--- src/rtl/i2c_reg_pkg.sv ---
// Shared address map and types for the I2C application register bank.
package i2c_reg_pkg;
  localparam logic [7:0] ADDR_ID        = 8'h08;
  localparam logic [7:0] ADDR_IRQ_FLAGS = 8'h09;
  localparam logic [7:0] ADDR_IRQ_MASK  = 8'h0A;
  localparam logic [7:0] ADDR_EVENT_CNT = 8'h0B;
  localparam logic [7:0] ADDR_LOCK      = 8'h0F;
  localparam logic [7:0] LOCK_KEY       = 8'h5A;
  typedef logic [7:0] irq_vec_t;
endpackage

--- src/rtl/i2c_reg_bank_irq_edge_sync.sv ---
// Two-flop synchroniser followed by a rising-edge detector.
module irq_edge_sync #(
  parameter int W = 8
) (
  input  logic         clk,
  input  logic         rst_n,
  input  logic [W-1:0] din,
  output logic [W-1:0] rise
);
  logic [W-1:0] sync1, sync2, sync3;

  always_ff @(posedge clk or negedge rst_n) begin
    if (!rst_n) begin
      sync1 <= '0;
      sync2 <= '0;
      sync3 <= '0;
    end else begin
      sync1 <= din;
      sync2 <= sync1;
      sync3 <= sync2;
    end
  end

  assign rise = sync2 & ~sync3;
endmodule

--- src/rtl/i2c_reg_bank.sv ---
// I2C application register bank: CFG, ID, sticky IRQ flags, event counter.
// Optional CFG write lock at 0x0F enabled by I2C_REG_LOCK_EN.
module i2c_reg_bank
  import i2c_reg_pkg::*;
#(
  parameter int           NUM_CFG   = 8,
  parameter logic [7:0]   ID_VALUE  = 8'hA5,
  parameter logic [7:0]   CFG_RESET = 8'h00
) (
  input  logic                 clk,
  input  logic                 rst_n,
  input  logic [7:0]           addr,
  input  logic [7:0]           wdata,
  input  logic                 we,
  input  logic                 wr_rdn,
  output logic [7:0]           rdata,
  output logic [7:0]           status,
  output logic [8*NUM_CFG-1:0] cfg_o,
  input  logic [7:0]           irq_in,
  output logic                 irq_o
);
  logic [NUM_CFG-1:0][7:0] cfg;
  irq_vec_t   irq_flags, irq_flags_next;
  irq_vec_t   irq_mask, irq_mask_next;
  irq_vec_t   irq_rise;
  logic [7:0] event_cnt, event_cnt_next;
  logic [7:0] cfg_rd, rd_next;
  logic       wr, cfg_hit, cfg_wr;
  logic       flags_wr, mask_wr, cnt_wr;
  logic       unlocked;

  irq_edge_sync #(.W(8)) u_sync (
    .clk  (clk),
    .rst_n(rst_n),
    .din  (irq_in),
    .rise (irq_rise)
  );

  always_comb begin
    cfg_hit = 1'b0;
    cfg_rd  = '0;
    for (int k = 0; k < NUM_CFG; k++) begin
      if (addr == 8'(k)) begin
        cfg_hit = 1'b1;
        cfg_rd  = cfg[k];
      end
    end
  end

  assign wr       = we & wr_rdn;
  assign cfg_wr   = wr & cfg_hit & unlocked;
  assign flags_wr = wr & (addr == ADDR_IRQ_FLAGS);
  assign mask_wr  = wr & (addr == ADDR_IRQ_MASK);
  assign cnt_wr   = wr & (addr == ADDR_EVENT_CNT);

`ifdef I2C_REG_LOCK_EN
  logic locked;
  logic lock_hit;

  assign lock_hit = addr == ADDR_LOCK;
  assign unlocked = ~locked;

  always_ff @(posedge clk or negedge rst_n) begin
    if (!rst_n) locked <= 1'b1;
    else if (wr && lock_hit) locked <= (wdata != LOCK_KEY);
  end
`else
  logic lock_hit;
  logic locked;

  assign lock_hit = 1'b0;
  assign locked   = 1'b0;
  assign unlocked = 1'b1;
`endif

  // Hardware set is OR'd in last so it wins over a coincident W1C.
  always_comb begin
    irq_flags_next = irq_flags;
    if (flags_wr) irq_flags_next = irq_flags & ~wdata;
    irq_flags_next = irq_flags_next | irq_rise;
    irq_mask_next = mask_wr ? wdata : irq_mask;
    event_cnt_next = event_cnt;
    if (cnt_wr) event_cnt_next = '0;
    else if (cfg_wr || flags_wr || mask_wr)
      event_cnt_next = event_cnt + 8'd1;
  end

  always_comb begin
    rd_next = '0;
    unique case (1'b1)
      cfg_hit:                  rd_next = cfg_rd;
      (addr == ADDR_ID):        rd_next = ID_VALUE;
      (addr == ADDR_IRQ_FLAGS): rd_next = irq_flags;
      (addr == ADDR_IRQ_MASK):  rd_next = irq_mask;
      (addr == ADDR_EVENT_CNT): rd_next = event_cnt;
      lock_hit:                 rd_next = {7'd0, ~locked};
      default:                  rd_next = '0;
    endcase
  end

  always_ff @(posedge clk or negedge rst_n) begin
    if (!rst_n) begin
      cfg       <= {NUM_CFG{CFG_RESET}};
      irq_flags <= '0;
      irq_mask  <= '0;
      event_cnt <= '0;
      rdata     <= '0;
      irq_o     <= 1'b0;
      status    <= '0;
    end else begin
      for (int k = 0; k < NUM_CFG; k++) begin
        if (cfg_wr && addr == 8'(k)) cfg[k] <= wdata;
      end
      irq_flags <= irq_flags_next;
      irq_mask  <= irq_mask_next;
      event_cnt <= event_cnt_next;
      rdata     <= rd_next;
      irq_o     <= |(irq_flags_next & irq_mask_next);
      status    <= {irq_o, 3'b000, event_cnt[3:0]};
    end
  end

  assign cfg_o = cfg;
endmodule

--- config.mk ---
export PLATFORM = sky130hd
export DESIGN_NAME = i2c_reg_bank
export DESIGN_NICKNAME = d
export VERILOG_FILES = /design/src/rtl/i2c_reg_pkg.sv /design/src/rtl/i2c_reg_bank_irq_edge_sync.sv /design/src/rtl/i2c_reg_bank.sv
export SDC_FILE = /design/constraint.sdc
export NUM_CORES = 1
export LEC_CHECK = 0
export CAP_MARGIN = 40
export CORE_UTILIZATION = 40
export CTS_CLUSTER_SIZE = 25
export DETAILED_ROUTE_END_ITERATION = 16
export PLACE_DENSITY = 0.72
export SLEW_MARGIN = 20
export SYNTH_ARGS = -nofsm -noshare
export SYNTH_HDL_FRONTEND = slang
export SYNTH_SLANG_ARGS = --single-unit
export TNS_END_PERCENT = 100
--- constraint.sdc ---
create_clock -name clk -period 5.3 [get_ports clk]
set_clock_uncertainty 0.2 [all_clocks]
set_input_delay 0.795 -clock clk [delete_from_list [all_inputs] [get_ports clk]]
set_output_delay 0.795 -clock clk [all_outputs]
set_load 0.01 [all_outputs]
# Word level (Yosys, flattened, before mapping)
# Index checks and enable logic that the tools add are counted.
# word_totals
ff_bits	126
output_inout_bits	81
wordCells	74
input_bits	28
# classes
eq_ne	11
n_mux	21
addsub	1
n_bitwise	11
reduce_logical	13
# op_table
operator	n
8-bit 2-to-1 mux	12
8-bit case mux with 5 select lines	1
8-bit by 3-bit == test with 1-bit output (second input constant)	4
8-bit by 4-bit == test with 1-bit output (second input constant)	4
8-bit bitwise AND	3
8-bit by 2-bit == test with 1-bit output (second input constant)	2
8-bit inverter	2
8-bit by 1-bit adder with 8-bit output (second input constant)	1
8-bit by 1-bit == test with 1-bit output (second input constant)	1
1-bit logical AND	8
8-bit logical NOT	1
1-bit 2-to-1 mux	8
8-bit bitwise OR	1
8-bit OR reduction	1
1-bit bitwise AND	5
1-bit logical OR	2
2-bit nonzero test	1

# Depth between registers and ports, before layout
# Gate-level depths: netlist (run 1).
# depth
depth_word	14
depth_mapped	7
depth_no_buf	5

# Modules after synthesis
# Synthesis (run 1) repeated with hierarchy kept, for this count alone.
# unflattened
hier_cells	401
hier_area_um2	5482.8
# modules_own_cells
module	area_each_um2	instances	cells_each	seq_area_each_um2
i2c_reg_bank	4772.1	1	369	2552.4
irq_edge_sync	710.7	1	32	600.6

# Worst setup path after synthesis (run 1)
# Ideal clock, no wire load.
# synth_timing
path_kind	input port to flip-flop
start	input addr[2]
end	register irq_o
required_ns	4.961
stages	6
path_slack_ns	2.565
n_path_buf	1
arrival_ns	2.397
setup_time_ns	0.139
cell_sequence	clkbuf_1 nor2b_1 nand3_2 mux2_2 a22o_1 or4_1
# synth_between
elab_cells_between_ends	9
cone_classes	2 x eq/ne; 2 x mux; 4 x bitwise; 1 x reduce/logical
# synth_lines
element	line	text
start, declared	i2c_reg_bank.sv:12	input logic [7:0] addr,
8-bit by 4-bit == test with 1-bit output	i2c_reg_bank.sv:53	assign mask_wr = wr & (addr == ADDR_IRQ_MASK);
1-bit bitwise AND	i2c_reg_bank.sv:53	
8-bit 2-to-1 mux	i2c_reg_bank.sv:81	irq_mask_next = mask_wr ? wdata : irq_mask;
named net irq_mask_next[1]	i2c_reg_bank.sv:24	irq_vec_t irq_mask, irq_mask_next;
8-bit bitwise AND	i2c_reg_bank.sv:118	irq_o <= |(irq_flags_next & irq_mask_next);
8-bit OR reduction	i2c_reg_bank.sv:118	
end signal, assigned	i2c_reg_bank.sv:118	
end, declared	i2c_reg_bank.sv:20	output logic irq_o
# The timed path passes the listed nets, and every way through them passes these cells.
# A chain may end at the register's enable or synchronous reset.

# Worst setup path after layout (run 1)
# layout_timing
start	input addr[5]
end	register cfg (netlist bit cfg_o[25])
# layout_between
elab_chain_len	11
elab_cells_between_ends	18
cone_classes	7 x eq/ne; 8 x mux; 1 x bitwise; 2 x reduce/logical
# layout_lines
element	line	text
8-bit logical NOT	i2c_reg_bank.sv:43	if (addr == 8'(k)) begin
1-bit 2-to-1 mux (8 in series)	i2c_reg_bank.sv:43	
1-bit bitwise AND	i2c_reg_bank.sv:51	assign cfg_wr = wr & cfg_hit & unlocked;
1-bit logical AND *	i2c_reg_bank.sv:112	if (cfg_wr && addr == 8'(k)) cfg[k] <= wdata;
end signal, assigned	i2c_reg_bank.sv:103	cfg <= {NUM_CFG{CFG_RESET}};
end signal, assigned by index	i2c_reg_bank.sv:112	
end, declared	i2c_reg_bank.sv:22	logic [NUM_CFG-1:0][7:0] cfg;
# Mark *: on every way between the ends. The rest lies on a longest branch, timed or not.

==> results.toml, run 1 <==
[floorplan]
core_mm2 = 0.01277
row_count = 41
dieArea_mm2 = 0.01375
fp.dieH_um = 117.3
ioPinCount = 109
die_x_um = 117.3
start_util_pct = 41.60

[sta]
slew_viol_final = 0
fmax_ghz = 0.2967
min_period_ns = 3.370
slew-limit-headroom_pct = 44.54
setup_ws_ns = 1.930
worst_slew_pin_slew_ns = 0.8274
setup_viol = 0
rsz0062_at_grt = "no"
tns_ns = 0
hold_viol_final = 0
fin_crit_sh_pct = 63.59

[hold_path]
min_path_cells = 0
holdCritPathClass = "flop to flop"

[clock_network]
clk_pin_slew_worst_paths_ns = 0.05
cts_tree = "done"
htreeDepth = 4
cts_buffer_depth = 2
cts_buffers = 17
cts_setup_buffers = 0
cts-root-buf = "clkbuf_16"
ctsHoldBuffers = 0
post_cts_resized = 0
cts_sinks = 126
clock_latency_ns = 0.41

[global_routing]
grt_pass1_wl_mm = 21.42
grt_max_degree = 46
grt-ovfl-total = 0
track_usage_pct = 21.63
antenna_found_initial = 0
grt_pass1_vias = 3688

[setup_path]
cp_data_required_time_ns = 5.39
worstSetupEndpointType = "flop"
cp.arrival_ns = 3.46
path_class = "input port to flop"
crit_path_start_kind = "input port"
rr_worst_depth = 4
path_max_fanout = 18

[logic_synthesis]
yosysWarnings = 0
syn-cell-area_mm2 = 0.005314
yosysMostFrequentCell = "dfrtp_1"
synth_commonest_cells = "126 x dfrtp_1, 76 x mux2_2, 14 x mux4_2, 13 x mux2i_1, 13 x nand4_1"
postSynthAreaPerCell_um2 = 14.48
synth_cells = 367
async_flop_share_pct = 100.0
yosysTopAreaCell = "dfrtp_1"
ys_seq_area_share_pct = 59.34
synth_edf_count = 0
synth_top_cell_area_share_pct = 59.34
ys_ff_latch = 126
synthDistinctLibCells = 37
synth_ff_type = "dfrtp_1"
synth_area_leaders = "dfrtp_1 59%, mux2_2 16%, mux4_2 5.9%, mux2i_1 2.4%, a22o_1 2.0%"

[pwr]
vdd_drop_max_v = 0.0001871
power_per_cell_area_mw_per_mm2 = 348.6
leakagePower_nw = 3.239

[route]
first_pass_iters = 5
drc = 0
wire_per_inst_um = 20.37
drtIter0Drc = 269
vias = 3586
routed_wl_mm = 13.49
ant_nets = 0
vias_per_cell = 5.417

[job]
max-cap-violations = 0

[placed_design]
io_buffers = 105
place_ws_ns = 1.504
gp_congestion = 0.8245
place_hpwl_mm = 9.354

[outcome]
outcome = "completed"

[final_layout]
fill_cells = 1001
final_nets = 506
fin_util_pct = 56.61
regArea_mm2 = 0.003153
antenna_cells = 0
drive_above_1_share_pct = 28.16
multi_input_area_mm2 = 0.002021
area_growth_pct = 36.07
-- cells in the final DEF (no fill, tap or decap), drive strengths merged, types with 9 or more instances in the layout --
cell type / synthesis / routed
a22o: 12 / 12
buf: 9 / 11
clkbuf: 16 / 21
clkdlybuf4s50: 0 / 103
dfrtp: 126 / 126
inv: 9 / 9
mux2: 76 / 76
mux2i: 13 / 13
mux4: 14 / 14
nand2: 9 / 9
nand4: 13 / 13
nor2: 10 / 10
-- report_power, final --
group	switching, mW	total, mW	internal, mW	leakage (nW)
sequential	0.0269	1.03	0.998	1.65
combinational	0.0884	0.181	0.0921	1.26
clock	0.410	1.31	0.905	0.327
total	0.526	2.52	2.00	3.24
-- layer usage --
layer | vias up | part of all wire [%] | track usage, %
met5 | - | 0 | 0
met4 | 0 | 1.9 | 7.932
met3 | 22 | 7.1 | 5.870
met2 | 163 | 47 | 32.12
met1 | 1824 | 44 | 30.50
li1 | 1577 | - | -
-- layout make-up --
| class | count | area share (%) |
|---|---|---|
| clock buffers | 21 | 6.368 |
| clock inverters | 11 | 2.924 |
| inverters | 9 | 0.4672 |
| multi-input cells | 209 | 27.95 |
| flip-flops and latches | 126 | 43.61 |
| well taps | 172 | 2.976 |
| repair buffers | 114 | 15.71 |
-- critical path: stages --
cell             delay (ns)
clkdlybuf4s50_1        0.45
nor4_4                 0.28
buf_4                  0.24
nand2b_1               0.44
nor3_2                 0.83
mux2_2                 0.42
-- flip-flops by register name, summed over array words and instances, names as in the netlist --
name / cells
u_sync.sync1: 8
status: 5
irq_flags: 8
u_sync.sync2: 8
irq_mask: 8
u_sync.sync3: 8
rdata: 8
cfg_o: 64
irq_o: 1
event_cnt: 8
-- through the flow --
step	instance area, µm²	hold WS (ns)	power, mW	std cells
6_report	7231	0.1452	2.521	662
5_1_grt	7231	0.1484	2.607	662
4_1_cts	7203	0.1468	2.541	660
3_5_place_dp	6531	0.1347	1.222	628
2_1_floorplan	5321	0.1312	1.112	369
3_3_place_gp	6511	0.1346	1.216	627
-- path summary, 6_finish.rpt --
path,from,endpoint,slack [ns]
setup / recovery,addr[5],cfg_o[25]$_DFFE_PN0P_,1.93
hold / removal,u_sync.sync1[1]$_DFF_PN0_,u_sync.sync2[1]$_DFF_PN0_,0.15
max in group asynchronous,rst_n,cfg_o[20]$_DFFE_PN0P_,3.73
setup reg to reg,event_cnt[2]$_DFFE_PN0P_,event_cnt[7]$_DFFE_PN0P_,3.49
hold reg to reg,u_sync.sync1[1]$_DFF_PN0_,u_sync.sync2[1]$_DFF_PN0_,0.15
min in group asynchronous,rst_n,status[1]$_DFF_PN0_,0.18
-- cell families after synthesis --
| logic type | synth area share, % |
|---|---|
| xor+xnor | 1.154 |
| other cells | 0.07057 |
| fa+ha+maj | 0.2354 |
| buf+inv | 2.778 |
| mux | 24.49 |
| simple gates | 6.075 |
| flops | 59.34 |
| compound gates | 5.863 |
Power figures use the tool's default switching activity.
==> run 2: changes to the inputs <==
==> constraint.sdc (replaced) <==
create_clock -name clk -period 3.5 [get_ports clk]
set_clock_uncertainty 0.2 [all_clocks]
set_input_delay 0.525 -clock clk [delete_from_list [all_inputs] [get_ports clk]]
set_output_delay 0.525 -clock clk [all_outputs]
set_load 0.01 [all_outputs]
==> run 2 against run 1 <==
  * Non-clock buffer count rose by 9
  * Utilization about the same
  * Critical endpoint is now event_cnt[7]$_DFFE_PN0P_
  * Largest power group unchanged
  * First-iteration DRC count fell by 7.4%
  * Combinational power is 51% higher
==> results.toml, run 2 (synthesis gave the netlist of run 1 again) <==
[outcome]
outcome = "completed"

[floorplan]
row_count = 41
core_mm2 = 0.01277
start_util_pct = 41.60
fp.dieH_um = 117.3
ioPinCount = 109
die_x_um = 117.3
dieArea_mm2 = 0.01375

[setup_path]
cp.arrival_ns = 2.88
worstSetupEndpointType = "flop"
cp_data_required_time_ns = 3.57
path_max_fanout = 12
crit_path_start_kind = "input port"
path_class = "input port to flop"

[global_routing]
grt_pass1_vias = 3644
grt_max_degree = 46
grt-ovfl-total = 0
track_usage_pct = 20.76
antenna_found_initial = 0
grt_pass1_wl_mm = 20.45

[route]
drtIter0Drc = 249
ant_nets = 0
first_pass_iters = 4
wire_per_inst_um = 19.71
vias = 3650
drc = 0
routed_wl_mm = 13.23
vias_per_cell = 5.440

[clock_network]
htreeDepth = 4
cts_setup_buffers = 0
cts_sinks = 126
cts_tree = "done"
cts_buffer_depth = 2
clock_latency_ns = 0.41
cts_buffers = 17
clk_pin_slew_worst_paths_ns = 0.05
cts-root-buf = "clkbuf_16"
post_cts_resized = 0
ctsHoldBuffers = 1

[final_layout]
drive_above_1_share_pct = 29.46
layout_common_cells = "126 x dfrtp_1, 103 x clkdlybuf4s50_1, 76 x mux2_2"
fin_cells = 671
largest_register_ffs = 64
final_common_cell = "dfrtp_1"
fin_util_pct = 56.56
final_area_mm2 = 0.007224
area_growth_pct = 35.95
final_nets = 515
antenna_cells = 0

[sta]
tns_ns = 0
rsz0062_at_grt = "no"
slew_viol_final = 0
setup_ws_ns = 0.6943
hold_viol_final = 0
min_period_ns = 2.806
fmax_ghz = 0.3564
setup_viol = 0
fin_crit_sh_pct = 80.16
worst_slew_pin_slew_ns = 0.6860
slew-limit-headroom_pct = 53.08

[pwr]
leakagePower_nw = 3.245
comb_power_share_pct = 7.7
pwr-share-clk_pct = 48.7
p_seq_share_pct = 43.6
p_sw_share_pct = 22.18
vdd_drop_max_v = 0.0002432
p_sw_mw = 0.7900
p_int_mw = 2.771
power_per_cell_area_mw_per_mm2 = 493.0

[placed_design]
dpl_cell_area_mm2 = 0.006619
place_hpwl_mm = 9.323
io_buffers = 105
place_ws_ns = 0.3306
post-place-cells = 638
gp_congestion = 0.8258

[job]
max-cap-violations = 0

[hold_path]
holdCritPathClass = "flop to flop"
## run 2: cell count changes in the layout (fill, tap and decap cells not counted)
cell and change:
clkinv_2 +1, dlygate4sd3_1 +1, buf_4 +8, clkinvlp_4 +2, clkbuf_8 +2, clkbuf_1 -1
bufinv_16 -4
## run 2: final timing paths
kind | startpoint | slack (ns) | cells past startpoint | endpoint
worst max register to register | event_cnt[2]$_DFFE_PN0P_ | 1.59 | 4 | event_cnt[7]$_DFFE_PN0P_
worst min register to register | u_sync.sync1[6]$_DFF_PN0_ | 0.14 | 0 | u_sync.sync2[6]$_DFF_PN0_
worst max-delay path | addr[1] | 0.69 | 7 | event_cnt[7]$_DFFE_PN0P_
min in group asynchronous | rst_n | 0.41 | 2 | event_cnt[2]$_DFFE_PN0P_
max in group asynchronous | rst_n | 1.85 | 4 | u_sync.sync2[5]$_DFF_PN0_
worst min-delay path | u_sync.sync1[6]$_DFF_PN0_ | 0.14 | 0 | u_sync.sync2[6]$_DFF_PN0_
## run 2: metal layers
metal / wire length, µm / global-route usage (%)
met5: 0 / 0
met4: 109 / 5.992
met2: 6340 / 32.27
met1: 5876 / 28.17
met3: 900 / 6.334
## run 2: power by group through the flow
stage | Clock (mW) | Sequential (mW) | Combinational (mW)
floorplan | 0 | 1.58 | 0.105
detailed placement | 0 | 1.58 | 0.274
CTS | 1.76 | 1.55 | 0.277
global route | 1.83 | 1.56 | 0.297
finish | 1.74 | 1.55 | 0.273
global placement | 0 | 1.58 | 0.268
## run 2: cell type report
class | instances | area, µm²
Multi-Input combinational cell | 209 | 2021
Sequential cell | 126 | 3153
Timing Repair Buffer | 123 | 1206
Fill cell | 1038 | 5549
Clock buffer | 22 | 484.2
Inverter | 9 | 33.78
Tap cell | 172 | 215.2
Clock inverter | 10 | 111.4
## run 2: per-stage QoR
step,power (mW),hold WS (ns)
CTS,3.594,0.1462
floorplan,1.684,0.02941
global route,3.684,0.1598
detailed placement,1.852,0.1347
global placement,1.845,0.1374
finish,3.561,0.1447
## run 2: worst max-delay path: stages
cell	delay, ns
clkdlybuf4s50_1	0.51
buf_4	0.24
nor2b_1	0.41
o211ai_2	0.23
a2111oi_0	0.70
xnor2_1	0.19
nor2_1	0.06
